File: config.mk
export PLATFORM = sky130hd
export DESIGN_NAME = riscv_hazard_ctrl
export DESIGN_NICKNAME = d
export VERILOG_FILES = /design/src/rtl/riscv_hazard_ctrl.sv
export SDC_FILE = /design/constraint.sdc
export NUM_CORES = 1
export LEC_CHECK = 0
export CORE_MARGIN = 1
export CORE_UTILIZATION = 35
export DETAILED_ROUTE_END_ITERATION = 8
export GPL_TIMING_DRIVEN = 0
export PLACE_DENSITY_LB_ADDON = 0.05
export SLEW_MARGIN = 20
export SYNTH_ARGS = -nofsm -noshare
export SYNTH_HDL_FRONTEND = slang
export SYNTH_SLANG_ARGS = --single-unit
export TNS_END_PERCENT = 20
File: constraint.sdc
create_clock -name clk_i -period 3.8 [get_ports clk_i]
set_input_delay 0.95 -clock clk_i [delete_from_list [all_inputs] [get_ports clk_i]]
set_output_delay 0.95 -clock clk_i [all_outputs]
set_load 0.03 [all_outputs]
File: src/rtl/riscv_hazard_ctrl.sv
// Pipeline hazard controller for the 5-stage RV32IM core: stall/flush
// sequencing for load-use, mispredict, trap and multi-cycle MDU ops, plus
// EX operand forwarding selects and a stall performance counter.
module riscv_hazard_ctrl #(
    parameter int FLUSH_CYCLES = 1,
    parameter int MDU_TIMEOUT  = 64
) (
    input  logic        clk_i,
    input  logic        rst_i,
    input  logic        id_valid_i,
    input  logic [4:0]  id_rs1_addr_i,
    input  logic [4:0]  id_rs2_addr_i,
    input  logic        id_rs1_used_i,
    input  logic        id_rs2_used_i,
    input  logic        ex_valid_i,
    input  logic [4:0]  ex_rs1_addr_i,
    input  logic [4:0]  ex_rs2_addr_i,
    input  logic [4:0]  ex_rd_addr_i,
    input  logic        ex_mem_read_i,
    input  logic        ex_is_mdu_i,
    input  logic        ex_mispredict_i,
    input  logic        mem_valid_i,
    input  logic        mem_reg_write_i,
    input  logic [4:0]  mem_rd_addr_i,
    input  logic        wb_valid_i,
    input  logic        wb_reg_write_i,
    input  logic [4:0]  wb_rd_addr_i,
    input  logic        trap_i,
    input  logic        mdu_done_i,
    output logic        mdu_start_o,
    output logic        mdu_abort_o,
    output logic        mdu_timeout_o,
    output logic        stall_pc_o,
    output logic        stall_ifid_o,
    output logic        stall_idex_o,
    output logic        flush_ifid_o,
    output logic        flush_idex_o,
    output logic        flush_exmem_o,
    output logic [1:0]  rs1_fwd_sel_o,
    output logic [1:0]  rs2_fwd_sel_o,
    output logic [31:0] stall_cnt_o
);

    localparam logic [1:0] FWD_SEL_REG = 2'b00;
    localparam logic [1:0] FWD_SEL_MEM = 2'b01;
    localparam logic [1:0] FWD_SEL_WB  = 2'b10;

    // Flush counter only has to reach FLUSH_CYCLES-2; busy counter MDU_TIMEOUT-1.
    localparam int FCW = (FLUSH_CYCLES > 2) ? $clog2(FLUSH_CYCLES) : 1;
    localparam int BCW = $clog2(MDU_TIMEOUT);
    localparam bit FLUSH_HOLD = (FLUSH_CYCLES > 1);
    localparam logic [FCW-1:0] FLUSH_LAST = FCW'((FLUSH_CYCLES > 1) ? FLUSH_CYCLES - 2 : 0);
    localparam logic [BCW-1:0] BUSY_LAST  = BCW'(MDU_TIMEOUT - 1);

    typedef enum logic [1:0] {RUN, FLUSH, MDU_BUSY} state_e;

    state_e         state, state_n;
    logic [FCW-1:0] flush_cnt, flush_cnt_n;
    logic [BCW-1:0] busy_cnt, busy_cnt_n;
    logic           timeout_set;
    logic           load_use;

    // Forwarding for both EX operands; MEM result is younger so it wins over WB.
    logic [1:0][4:0] ex_rs;
    logic [1:0][1:0] fwd_sel;
    assign ex_rs = {ex_rs2_addr_i, ex_rs1_addr_i};

    genvar g;
    generate
        for (g = 0; g < 2; g++) begin : g_fwd
            // Per-operand source select
            always_comb begin
                fwd_sel[g] = FWD_SEL_REG;
                if (rst_i)
                    fwd_sel[g] = FWD_SEL_REG;
                else if (mem_valid_i && mem_reg_write_i && (mem_rd_addr_i != 5'd0) &&
                         (mem_rd_addr_i == ex_rs[g]))
                    fwd_sel[g] = FWD_SEL_MEM;
                else if (wb_valid_i && wb_reg_write_i && (wb_rd_addr_i != 5'd0) &&
                         (wb_rd_addr_i == ex_rs[g]))
                    fwd_sel[g] = FWD_SEL_WB;
            end
        end
    endgenerate

    assign rs1_fwd_sel_o = fwd_sel[0];
    assign rs2_fwd_sel_o = fwd_sel[1];

    assign load_use = id_valid_i && ex_valid_i && ex_mem_read_i && (ex_rd_addr_i != 5'd0) &&
                      ((id_rs1_used_i && (id_rs1_addr_i == ex_rd_addr_i)) ||
                       (id_rs2_used_i && (id_rs2_addr_i == ex_rd_addr_i)));

    // State, counters and sticky watchdog flag
    always_ff @(posedge clk_i) begin
        if (rst_i) begin
            state         <= RUN;
            flush_cnt     <= '0;
            busy_cnt      <= '0;
            mdu_timeout_o <= 1'b0;
        end else begin
            state     <= state_n;
            flush_cnt <= flush_cnt_n;
            busy_cnt  <= busy_cnt_n;
            if (timeout_set)
                mdu_timeout_o <= 1'b1;
        end
    end

    // Next state and control outputs; event priority trap > mispredict > MDU > load-use
    always_comb begin
        state_n       = state;
        flush_cnt_n   = flush_cnt;
        busy_cnt_n    = busy_cnt;
        timeout_set   = 1'b0;
        mdu_start_o   = 1'b0;
        mdu_abort_o   = 1'b0;
        stall_pc_o    = 1'b0;
        stall_ifid_o  = 1'b0;
        stall_idex_o  = 1'b0;
        flush_ifid_o  = 1'b0;
        flush_idex_o  = 1'b0;
        flush_exmem_o = 1'b0;

        unique case (state)
            RUN: begin
                if (trap_i) begin
                    {flush_ifid_o, flush_idex_o, flush_exmem_o} = 3'b111;
                    flush_cnt_n = '0;
                    if (FLUSH_HOLD) state_n = FLUSH;
                end else if (ex_mispredict_i) begin
                    // The branch itself survives into MEM
                    {flush_ifid_o, flush_idex_o} = 2'b11;
                    flush_cnt_n = '0;
                    if (FLUSH_HOLD) state_n = FLUSH;
                end else if (ex_valid_i && ex_is_mdu_i) begin
                    mdu_start_o = 1'b1;
                    {stall_pc_o, stall_ifid_o, stall_idex_o} = 3'b111;
                    flush_exmem_o = 1'b1;
                    busy_cnt_n    = '0;
                    state_n       = MDU_BUSY;
                end else if (load_use) begin
                    {stall_pc_o, stall_ifid_o} = 2'b11;
                    flush_idex_o = 1'b1;
                end
            end
            FLUSH: begin
                flush_ifid_o = 1'b1;
                if (trap_i) begin
                    {flush_idex_o, flush_exmem_o} = 2'b11;
                    flush_cnt_n = '0;
                end else if (flush_cnt == FLUSH_LAST) begin
                    state_n = RUN;
                end else begin
                    flush_cnt_n = flush_cnt + 1'b1;
                end
            end
            MDU_BUSY: begin
                if (trap_i) begin
                    mdu_abort_o = 1'b1;
                    {flush_ifid_o, flush_idex_o, flush_exmem_o} = 3'b111;
                    flush_cnt_n = '0;
                    state_n     = FLUSH_HOLD ? FLUSH : RUN;
                end else if (mdu_done_i) begin
                    // Result is captured into EX/MEM on this edge
                    state_n = RUN;
                end else if (busy_cnt == BUSY_LAST) begin
                    mdu_abort_o   = 1'b1;
                    flush_exmem_o = 1'b1;
                    timeout_set   = 1'b1;
                    state_n       = RUN;
                end else begin
                    {stall_pc_o, stall_ifid_o, stall_idex_o} = 3'b111;
                    flush_exmem_o = 1'b1;
                    busy_cnt_n    = busy_cnt + 1'b1;
                end
            end
            default: state_n = RUN;
        endcase

        // Reset forces bubbles everywhere and suppresses any abort
        if (rst_i) begin
            mdu_start_o   = 1'b0;
            mdu_abort_o   = 1'b0;
            stall_pc_o    = 1'b0;
            stall_ifid_o  = 1'b0;
            stall_idex_o  = 1'b0;
            flush_ifid_o  = 1'b1;
            flush_idex_o  = 1'b1;
            flush_exmem_o = 1'b1;
        end
    end

    // Stall performance counter, wraps naturally
    always_ff @(posedge clk_i) begin
        if (rst_i)
            stall_cnt_o <= '0;
        else if (stall_pc_o)
            stall_cnt_o <= stall_cnt_o + 32'd1;
    end

endmodule

==> flow_summary.yaml, run 1 <==
place:
  dp_worst_slack_ns: -0.884
  place_congestion: 0.803
  dpl.hpwl_um: 5410
  numPlacedInstances: 477
  portBuffers: 94
synthesis:
  post_synth.cell_area_avg_um2: 7.91
  synth-seq-area-share: 0.331
  ys_ff_latch: 40
  postSynth.topFlopCell: "dfxtp_1"
  netlist.top_cell.by_area: "dfxtp_1"
  synthCells: 306
  yosysWarningCount: 0
  netlist-cell-type-count: 44
  synth_area_leaders: "dfxtp_1 33%, xnor2_1 8.0%, a21oi_1 7.0%, xor2_1 5.1%, or3_1 4.9%"
  mappedNetlistArea_um2: 2420
  synth_nets: 358
  synth_enable_flop_cells: 0
  synth_top_cell_area_share: 0.331
  fraction_of_synthesis_flops_using_an_asynchronous_set_or_reset_pin: 0
floorplan:
  die_width_um: 85.2
  fp-row-count: 29
  floorplan.die_area_um2: 7250
  design.portCount: 95
  die_y_um: 85.2
  core_um2: 6490
  start_util: 0.373
grt:
  first_global_vias: 2421
  grt.overflow.total: 0
  wire_length_of_the_first_global_routing_pass_um: 11500
  initial_antenna_violation_count: 0
  grt.total_usage: 0.198
  maximum_number_of_pins_on_one_net_before_global_route_repair: 14
timing:
  layout_min_cycle_time_ns: 3.77
  slew-limit-headroom: 0.616
  unrepaired_setup_endpoints_after_global_routing: "yes"
  clock-skew-final_ns: 0.0129
  setup_viol_count_final: 0
  timing.fmax_ghz: 0.265
  final_min_period_over_clock_period: 0.992
  final-hold-violation-count: 0
  slew_viol_final: 0
  setup_ws_ns: 0.0301
  worst_slew_pin_slew_ns: 0.574
final_layout:
  nNetsFinal: 461
  area_growth_syn_to_layout_pct: 49.1
  filler_cell_count: 614
  n_antenna_cell: 0
  final_cells: 487
  share_of_layout_cells_above_drive_strength_1: 0.0683
worst_setup_path:
  required_ns: 2.85
  worstRegToRegCells: 10
  critical-path-top-cell-by-count: "or4_1"
  timing.setup.critical_path_class: "in -> out"
  setup.worst_path.end_class: "output pin"
  worstPathMaxFanout: 3
  critical_path.cell_chain: "clkdlybuf4s50_1 -> or4_1 -> o211ai_1 -> or4_1 -> nor4b_1 -> buf_4"
  crit_path_top_delay_cell: "or4_1"
  critPathMaxStageDelay_ns: 0.54
  cp-start-kind: "input pin"
  timing.critical_path.arrival_ns: 2.82
cts:
  cts_inserted_buffers: 5
  clock_tree.root_cell: "clkbuf_8"
  cts.sink_count: 40
  cts.htree.levels: 2
  cts_buffer_depth: 2
  path_clk_slew_ns: 0.07
  cts_tree: "yes"
  clock_insertion_delay_worst_skew_ns: 0.30
routing:
  drt-met1-wl_um: 3420
  number_of_design_rule_violations_left_by_the_first_detailed_router_iteration: 92
  met3_layer_wire_length_in_the_routed_design_um: 482
  avgRoutedWirePerCell_um: 14.4
  ant_nets: 0
  routed-via-count: 2701
  topRoutingLayerUsed: "met4"
  drt_pass1_iterations: 4
  dr_drc_count: 0
  routed_wl_um: 7030
  wl_met2_um: 3060
  avgViaCountPerCell: 5.55
power:
  report.power.total_uw: 928
  peakVddDrop_uv: 150
  total_power_density_per_cell_area_nw_per_um2: 257
  p_leak_uw: 0.00123
run:
  drv_cap: 0
min_path:
  hold_depth: 2
  holdCritPathClass: "reg -> reg"
status:
  status: "finished clean"
[sequential cells by signal, summed over array words and instances (netlist names)]
name           cells
stall_cnt_o       32
busy_cnt           6
state              1
mdu_timeout_o      1
[area by class of cell]
class,count,area (µm²),area share
sequential,40,801,0.222
inverter,9,33.8,0.00937
clock buffer,6,82.6,0.0229
timing repair buffer,96,942,0.261
buffer,13,75.1,0.0208
tap,77,96.3,0.0267
clock inverter,2,38.8,0.0108
multi-input combinational,244,1540,0.426
[repair_timing]
action	4_1_cts	5_1_grt
gates resized for setup	27	12
pin swaps	4	1
setup endpoints to repair	9	8
hold buffers	0	0
gates cloned	0	0
buffers inserted	1	1
[worst max-delay path: cells and delay by family]
family | cells | cell delay (ns)
AO/OA/AOI/OAI | 1 | 0.22
buffers and inverters | 2 | 0.71
AND/OR/NAND/NOR | 3 | 0.94
[worst paths after layout]
path | from | end | slack (ns)
max | mem_rd_addr_i[2] | rs2_fwd_sel_o[1] | 0.03
min reg2reg | mdu_timeout_o | mdu_timeout_o | 0.47
max reg2reg | busy_cnt[0] | stall_cnt_o[23] | 1.20
min | mdu_timeout_o | mdu_timeout_o | 0.47
[layout by cell type (no fill, tap or decap), types with 7 or more instances in the layout]
| cell type | instances |
|---|---|
| nor2_1 | 16 |
| or3_1 | 19 |
| clkbuf_1 | 7 |
| clkbuf_8 | 7 |
| dfxtp_1 | 40 |
| and3_1 | 7 |
| or4_1 | 14 |
| o31ai_1 | 11 |
| xor2_1 | 14 |
| clkdlybuf4s50_1 | 83 |
| nand2_1 | 29 |
| xnor2_1 | 22 |
| o21ai_1 | 16 |
| nand3_1 | 14 |
| a21oi_1 | 32 |
| nand4_1 | 13 |
| inv_1 | 8 |
[cells by family after synthesis]
logic type,share of synthesized area
compound gates,0.195
fa+ha+maj,0.0103
mux,0.00414
flops,0.331
xor+xnor,0.130
simple gates,0.290
buf+inv,0.0393
[synthesized netlist by cell type, types with 2 or more instances]
| master | instances |
|---|---|
| clkbuf_1 | 9 |
| inv_1 | 8 |
| dfxtp_1 | 40 |
| nor3_1 | 4 |
| and4_1 | 5 |
| and2_1 | 2 |
| a21oi_1 | 34 |
| xnor2_1 | 22 |
| or4_1 | 14 |
| and3_1 | 7 |
| nand3_1 | 14 |
| o31ai_1 | 11 |
| o21ai_1 | 16 |
| nand2_1 | 29 |
| nand4_1 | 13 |
| ha_1 | 2 |
| nor4_1 | 2 |
| nor2_1 | 16 |
| xor2_1 | 14 |
| or3_1 | 19 |
| o21ai_0 | 2 |
[metal layers]
metal	vias up	global-route usage
li1	1362	-
met1	1242	0.265
met2	91	0.326
met3	6	0.0428
met4	0	0.0508
met5	-	0
[report_power, final]
group          total (µW)  internal (µW)  leakage [µW]  switching, µW
registers             421            420      0.000322           1.33
logic                 138           77.3      0.000846           61.1
clock network         369            215     0.0000614            154
total                 928            712       0.00123            216
[metrics by stage]
| step | TNS (ns) | hold WS (ns) | util | area, µm² |
|---|---|---|---|---|
| 6_report | 0 | 0.470 | 0.555 | 3610 |
| 5_1_grt | -0.153 | 0.503 | 0.555 | 3610 |
| 4_1_cts | -0.206 | 0.480 | 0.555 | 3600 |
| 3_5_place_dp | -3.15 | 0.462 | 0.532 | 3460 |
| 3_3_place_gp | -3.15 | 0.458 | 0.532 | 3460 |
| 2_1_floorplan | 0 | 0.444 | - | 2420 |
(Power assumes the default switching activity.)
==> inputs of run 2 (changes only) <==
Settings changed: MAX_ROUTING_LAYER set to met4.
==> flow_summary.yaml, run 2 (synthesis gave the netlist of run 1 again) <==
timing:
  clock-skew-final_ns: 0.0139
  final-hold-violation-count: 0
  layout_min_cycle_time_ns: 3.77
  setup_viol_count_final: 0
  unrepaired_setup_endpoints_after_global_routing: "yes"
  timing.fmax_ghz: 0.265
  worst_slew_pin_slew_ns: 0.586
  finalHoldWorstSlack_ns: 0.470
  final_min_period_over_clock_period: 0.992
  slew-limit-headroom: 0.608
  slew_viol_final: 0
  fin_tns_setup_ns: 0
cts:
  clock_insertion_delay_worst_skew_ns: 0.30
  cts_inserted_buffers: 5
  cts_tree: "yes"
  cts_buffer_depth: 2
  cts.sink_count: 40
  cts.htree.levels: 2
  cts_hold_buf: 0
  clock_tree.root_cell: "clkbuf_8"
  path_clk_slew_ns: 0.07
final_layout:
  share_of_layout_cells_above_drive_strength_1: 0.0683
  filler_cell_count: 614
  area_growth_syn_to_layout_pct: 49.1
  regArea_um2: 801
  n_antenna_cell: 0
  final_cells: 487
  flip_flop_count_of_the_largest_register_all_copies_and_words_added: 32
  biggestRegsByFlops: "stall_cnt_o x32, busy_cnt x6"
  layout.cells.most_common: "clkdlybuf4s50_1"
  area_of_all_placed_cells_without_fillers_um2: 3610
  nNetsFinal: 461
  registers.top_by_ff_count: "stall_cnt_o"
  most-common-layout-cells: "83 x clkdlybuf4s50_1, 40 x dfxtp_1, 32 x a21oi_1"
  multi_input_comb_area_um2: 1540
min_path:
  worst_hold_path_ep: "mdu_timeout_o"
  hold_depth: 2
  holdCritPathClass: "reg -> reg"
  hp-start: "mdu_timeout_o"
place:
  place_congestion: 0.814
  dpl-instance-area_um2: 3460
  portBuffers: 94
  numPlacedInstances: 477
  dpl.hpwl_um: 5410
routing:
  routed_wl_um: 7050
  ant_nets: 0
  avgViaCountPerCell: 5.49
  number_of_design_rule_violations_left_by_the_first_detailed_router_iteration: 104
  drt_pass1_iterations: 5
  routed-via-count: 2675
  avgRoutedWirePerCell_um: 14.5
  dr_drc_count: 0
worst_setup_path:
  worstRegToRegCells: 10
  setup.worst_path.end_class: "output pin"
  r2r_setup_slack_ns: 1.20
  timing.setup.critical_path_class: "in -> out"
  critical_path.reg2reg.endpoint: "stall_cnt_o[27]"
  critical_path.reg2reg.startpoint: "busy_cnt[0]"
  critical-path-top-cell-by-count: "or4_1"
  required_ns: 2.85
  cp-start-kind: "input pin"
  critPathMaxStageDelay_ns: 0.54
  critical_path.cell_chain: "clkdlybuf4s50_1 -> or4_1 -> o211ai_1 -> or4_1 -> nor4b_1 -> buf_4"
  timing.critical_path.arrival_ns: 2.82
  crit_path_top_delay_cell: "or4_1"
  worstPathMaxFanout: 3
grt:
  maximum_number_of_pins_on_one_net_before_global_route_repair: 14
  grt.total_usage: 0.204
  grt.met3_usage: 0.0418
  wire_length_of_the_first_global_routing_pass_um: 11500
  first_global_vias: 2424
  initial_antenna_violation_count: 0
  global_route.peak_usage_layer: "met2"
  groute.layer.met2.usage: 0.326
  grt.overflow.total: 0
  met1_usage: 0.266
floorplan:
  start_util: 0.373
  floorplan.die_area_um2: 7250
  design.portCount: 95
  die_width_um: 85.2
  core_um2: 6490
  die_y_um: 85.2
  fp-row-count: 29
power:
  p_leak_uw: 0.00123
  report.power.total_uw: 928
  total_power_density_per_cell_area_nw_per_um2: 257
  peakVddDrop_uv: 150
run:
  drv_cap: 0
status:
  status: "finished clean"
run 2: cell counts in the layout (fill, tap and decap cells not counted):
Identical to the previous run, type by type.
run 2: power by group:
group / switching, µW / internal (µW) / total (µW)
combinational: 61.0 / 77.3 / 138
clock: 154 / 215 / 368
sequential: 1.33 / 420 / 421
total: 216 / 712 / 928
run 2: metrics by stage:
step	setup WS, ns	util
detailed placement	-0.884	0.532
global placement	-0.901	0.532
global route	-0.0713	0.555
finish	0.0301	0.555
CTS	-0.108	0.555
floorplan	0.0486	-
run 2: timing repair:
| action | in CTS | in global routing |
|---|---|---|
| setup endpoints to repair | 9 | 8 |
| resized for setup | 27 | 12 |
| pin swaps | 4 | 1 |
| endpoints found under the hold margin | 0 | 0 |
| setup buffers | 1 | 1 |
| cloned | 0 | 0 |
run 2: per-layer routing:
| metal | routed length, µm | part of all wire |
|---|---|---|
| met1 | 3430 | 0.49 |
| met4 | 70 | 0.0099 |
| met2 | 3080 | 0.44 |
| met5 | 0 | 0 |
| met3 | 466 | 0.066 |
run 2: layout make-up:
type                    count  area share
well taps                  77      0.0267
multi-input cells         244       0.426
clock inverters             2      0.0108
clock buffers               6      0.0229
flip-flops and latches     40       0.222
repair buffers             96       0.261
inverters                   9     0.00937
plain buffers              13      0.0208
run 2: worst max path at each step:
stage / cells past startpoint / slack (ns) / to / from
2_1_floorplan: 4 / 0.05 / rs2_fwd_sel_o[1] / mem_rd_addr_i[1]
3_3_place_gp: 10 / -0.90 / stall_pc_o / ex_rd_addr_i[4]
3_5_place_dp: 10 / -0.88 / stall_pc_o / ex_rd_addr_i[4]
4_1_cts: 6 / -0.11 / rs2_fwd_sel_o[1] / mem_rd_addr_i[1]
5_1_grt: 10 / -0.07 / stall_pc_o / ex_rd_addr_i[2]
6_report: 6 / 0.03 / rs2_fwd_sel_o[1] / mem_rd_addr_i[2]
run 2: worst max-delay path, delay by kind of cell:
family	cells	cell delay (ns)
buf+inv	2	0.71
simple gates	3	0.94
compound gates	1	0.22
==> variant 1, RTL diff (settings of run 2) <==
Put one more register stage on the output `stall_cnt_o`, cleared by the reset. The value now appears one clock later. The other outputs are not delayed to match.
--- a/src/rtl/riscv_hazard_ctrl.sv
+++ b/src/rtl/riscv_hazard_ctrl.sv
@@ -55,4 +55,6 @@
     typedef enum logic [1:0] {RUN, FLUSH, MDU_BUSY} state_e;
 
+    logic [31:0] stall_cnt_s0;
+
     state_e         state, state_n;
     logic [FCW-1:0] flush_cnt, flush_cnt_n;
@@ -194,7 +196,15 @@
     always_ff @(posedge clk_i) begin
         if (rst_i)
+            stall_cnt_s0 <= '0;
+        else if (stall_pc_o)
+            stall_cnt_s0 <= stall_cnt_s0 + 32'd1;
+    end
+
+    always_ff @(posedge clk_i) begin
+        if (rst_i) begin
             stall_cnt_o <= '0;
-        else if (stall_pc_o)
-            stall_cnt_o <= stall_cnt_o + 32'd1;
+        end else begin
+            stall_cnt_o <= stall_cnt_s0;
+        end
     end
 
Formal check against the unedited RTL: not equivalent (a bounded check fails within 4 cycles, from zero or initial values and one cycle with rst_i high).
==> variant 1 against run 2 <==
Register-to-register slack better by 0.22 ns. Largest power group unchanged. Setup slack better by 0.011 ns. Routed wire length is 18% higher. Sequential cell count is 32 higher. Design area increased by 29%. Clock skew grew 0.0027 ns. Critical path type unchanged. Synthesized area rose by 36%. Sequential share of layout area up 8.8 points. Clock power is 83% higher. Synthesized cell count increased by 20%. Total power grew 70%. Critical endpoint is now stall_pc_o.
==> variant 1: results (changes against run 2) <==
| Metric | Value |
|---|---|
| Vias in the first global route | `2,825 (+17%)` |
| Final GP Congestion | `0.795 (-2.4%)` |
| P_seq | `756 uW (+80%)` |
| Mux share of post-synthesis cell area | `0.0372 (+0.0330)` |
| Ratio of cells with drive above 1 in the final layout | `0.119 (+0.0507)` |
| Largest net degree at the start of global routing | `19 (+5)` |
| H-tree levels | `3 (+1)` |
| GRT met3 Usage | `0.0418 (about the same)` |
| WL met3 | `335 um (-28%)` |
| Compound-Gate Fraction of Synth Area | `0.111 (-0.0838)` |
| Synth Area in Adders | `0.00759 (-0.00275)` |
| Hold EP | `busy_cnt[1]` |
| GRT met1 Usage | `0.222 (-0.0435)` |
| Met2 wire len | `3970 um (+29%)` |
| Yosys cell types | `45 (+2.3%)` |
| Number of vias per cell | `5.14 (-6.5%)` |
| First-pass DRT Iterations | `4 (-1)` |
| Arr. time, crit path | `2.81 ns (about the same)` |
| Worst setup endpoint | `stall_pc_o` |
| PortBufs | `93 (-1.1%)` |
| Int Power | `1200 uW (+69%)` |
| Sw Pwr | `377 uW (+74%)` |
| Number of setup buffers added after CTS | `2 (+1)` |
| Peak supply drop | `0.195 mV (+30%)` |
| Slew HR | `0.604 (-0.00323)` |
| GRT met2 Usage | `0.296 (-0.0297)` |
| Post-DP HPWL | `6100 um (+13%)` |
| Fin crit period | `3.76 ns (-0.0109 ns)` |
| Outcome | `completed` |
variant 1: area by class of cell:
class,count,area (um2),area share
well taps,111,139,0.0299
repair buffers,97,938,0.202
clock inverters,7,96.3,0.0207
inverters,3,11.3,0.00242
plain buffers,17,93.8,0.0202
multi-input cells,274,1810,0.389
flip-flops and latches,72,1440,0.310
clock buffers,9,124,0.0266
variant 1: cells by family after synthesis:
group | Yosys count
AO/OA/AOI/OAI | 55
XOR/XNOR | 34
buffers and inverters | 22
adder cells (fa/ha/maj) | 2
flip-flops | 72
AND/OR/NAND/NOR | 172
multiplexers | 11
variant 1: per-stage QoR:
step / TNS [ns] / hold slack, ns / cells / utilization
5_1_grt: -0.0621 / 0.505 / 590 / 0.506
3_5_place_dp: -6.81 / 0.463 / 572 / 0.475
6_report: 0 / 0.472 / 590 / 0.506
4_1_cts: 0 / 0.474 / 588 / 0.501
3_3_place_gp: -6.91 / 0.459 / 572 / 0.475
2_1_floorplan: 0 / 0.444 / 368 / -
==> variant 2, RTL diff (flow settings as in run 2) <==
Made on the original files. Change the parameter `MDU_TIMEOUT` from 64 to 128.
--- a/src/rtl/riscv_hazard_ctrl.sv
+++ b/src/rtl/riscv_hazard_ctrl.sv
@@ -4,5 +4,5 @@
 module riscv_hazard_ctrl #(
     parameter int FLUSH_CYCLES = 1,
-    parameter int MDU_TIMEOUT  = 64
+    parameter int MDU_TIMEOUT  = 128
 ) (
     input  logic        clk_i,
Function: same outputs for any inputs over 10 cycles, from zero or initial values and one cycle with rst_i high; that may be too few to reach the edited logic, so the function may still have changed.
==> variant 2 against run 2 <==
Routed wire length up 2.8%. Final cell count rose by 6.6%. Critical path depth up 1. Setup slack better by 0.045 ns. Sequential cell count is 1 higher. Synthesized area grew 5.6%. Total power increased by 0.87%. Design area rose by 2.5%.
==> variant 2: results (changes against run 2) <==
| Metric | Value |
|---|---|
| Post-cts resize count | `22 (-19%)` |
| Synth top area cells | `dfxtp_1, a21oi_1, xnor2_1` |
| Worst reg2reg path depth | `9 (-1)` |
| Via Count | `2,769 (+3.5%)` |
| Synth Area in XOR/XNOR | `0.120 (-0.0103)` |
| Synth Area in Adders | `0.00979 (-0.000547)` |
| Hold path startpoint | `busy_cnt[6]` |
| Worst setup endpoint | `rs1_fwd_sel_o[1]` |
| Lkg Pwr | `0.00115 uW (-6.4%)` |
| Hold WS | `0.485 ns (+0.0150 ns)` |
| Sw Pwr | `216 uW (+0.16%)` |
| Ratio of cells with drive above 1 in the final layout | `0.0638 (-0.00446)` |
| Largest net degree at the start of global routing | `13 (-1)` |
| Syn_nets | `375 (+4.7%)` |
| WL met1 | `3340 um (-2.5%)` |
| Vias in the first global route | `2,571 (+6.1%)` |
| Post-synth top cells | `dfxtp_1, a21oi_1, nand2_1` |
| Clock power frac | `0.394 (-0.003)` |
| Total track usage | `0.204 (about the same)` |
| Slew HR | `0.646 (+0.0382)` |
| Met2 wire len | `3490 um (+13%)` |
| GRT met2 Usage | `0.342 (+0.0168)` |
| P_seq | `431 uW (+2%)` |
| Number of setup buffers added after CTS | `0 (-1)` |
| First-pass GRT wire length | `11,900 um (+4.1%)` |
| Peak supply drop | `0.184 mV (+23%)` |
| Arr. time, crit path | `2.77 ns (-0.05 ns)` |
| PortBufs | `92 (-2.1%)` |
| GRT met3 Usage | `0.0322 (-0.00960)` |
| Seq/Total Area, Yosys | `0.321 (-0.00967)` |
| Critical R2R Launch | `busy_cnt[1]` |
| Top flop regs | `stall_cnt_o: 32 flops, busy_cnt: 7 flops` |
| Post-DP HPWL | `5590 um (+3.3%)` |
| Final GP Congestion | `0.841 (+3.3%)` |
| Outcome | `completed` |
| Compound-Gate Fraction of Synth Area | `0.200 (+0.00487)` |
| Yosys cell types | `40 (-9.1%)` |
[variant 2: stage by stage]
stage | setup WS [ns] | utilization | cell area (um2)
floorplan | 0.300 | - | 2550
global placement | -0.482 | 0.521 | 3600
detailed placement | -0.521 | 0.521 | 3600
CTS | -0.0596 | 0.535 | 3700
global route | -0.0508 | 0.535 | 3700
finish | 0.0753 | 0.535 | 3700
[variant 2: area by class of cell]
cell class / count / area (um2) / area share
Buffer: 17 / 85.1 / 0.0230
Sequential cell: 41 / 821 / 0.222
Timing Repair Buffer: 92 / 896 / 0.242
Multi-Input combinational cell: 260 / 1640 / 0.443
Inverter: 5 / 21.3 / 0.00575
Tap cell: 96 / 120 / 0.0325
Clock buffer: 7 / 86.3 / 0.0234
Clock inverter: 1 / 30.0 / 0.00812
[variant 2: worst max-delay path, stage by stage]
cell	delay (ns)
clkdlybuf4s50_1	0.46
or4_1	0.53
o211ai_1	0.21
nor4_1	0.10
nand3_1	0.11
nor3b_1	0.20
clkbuf_4	0.23
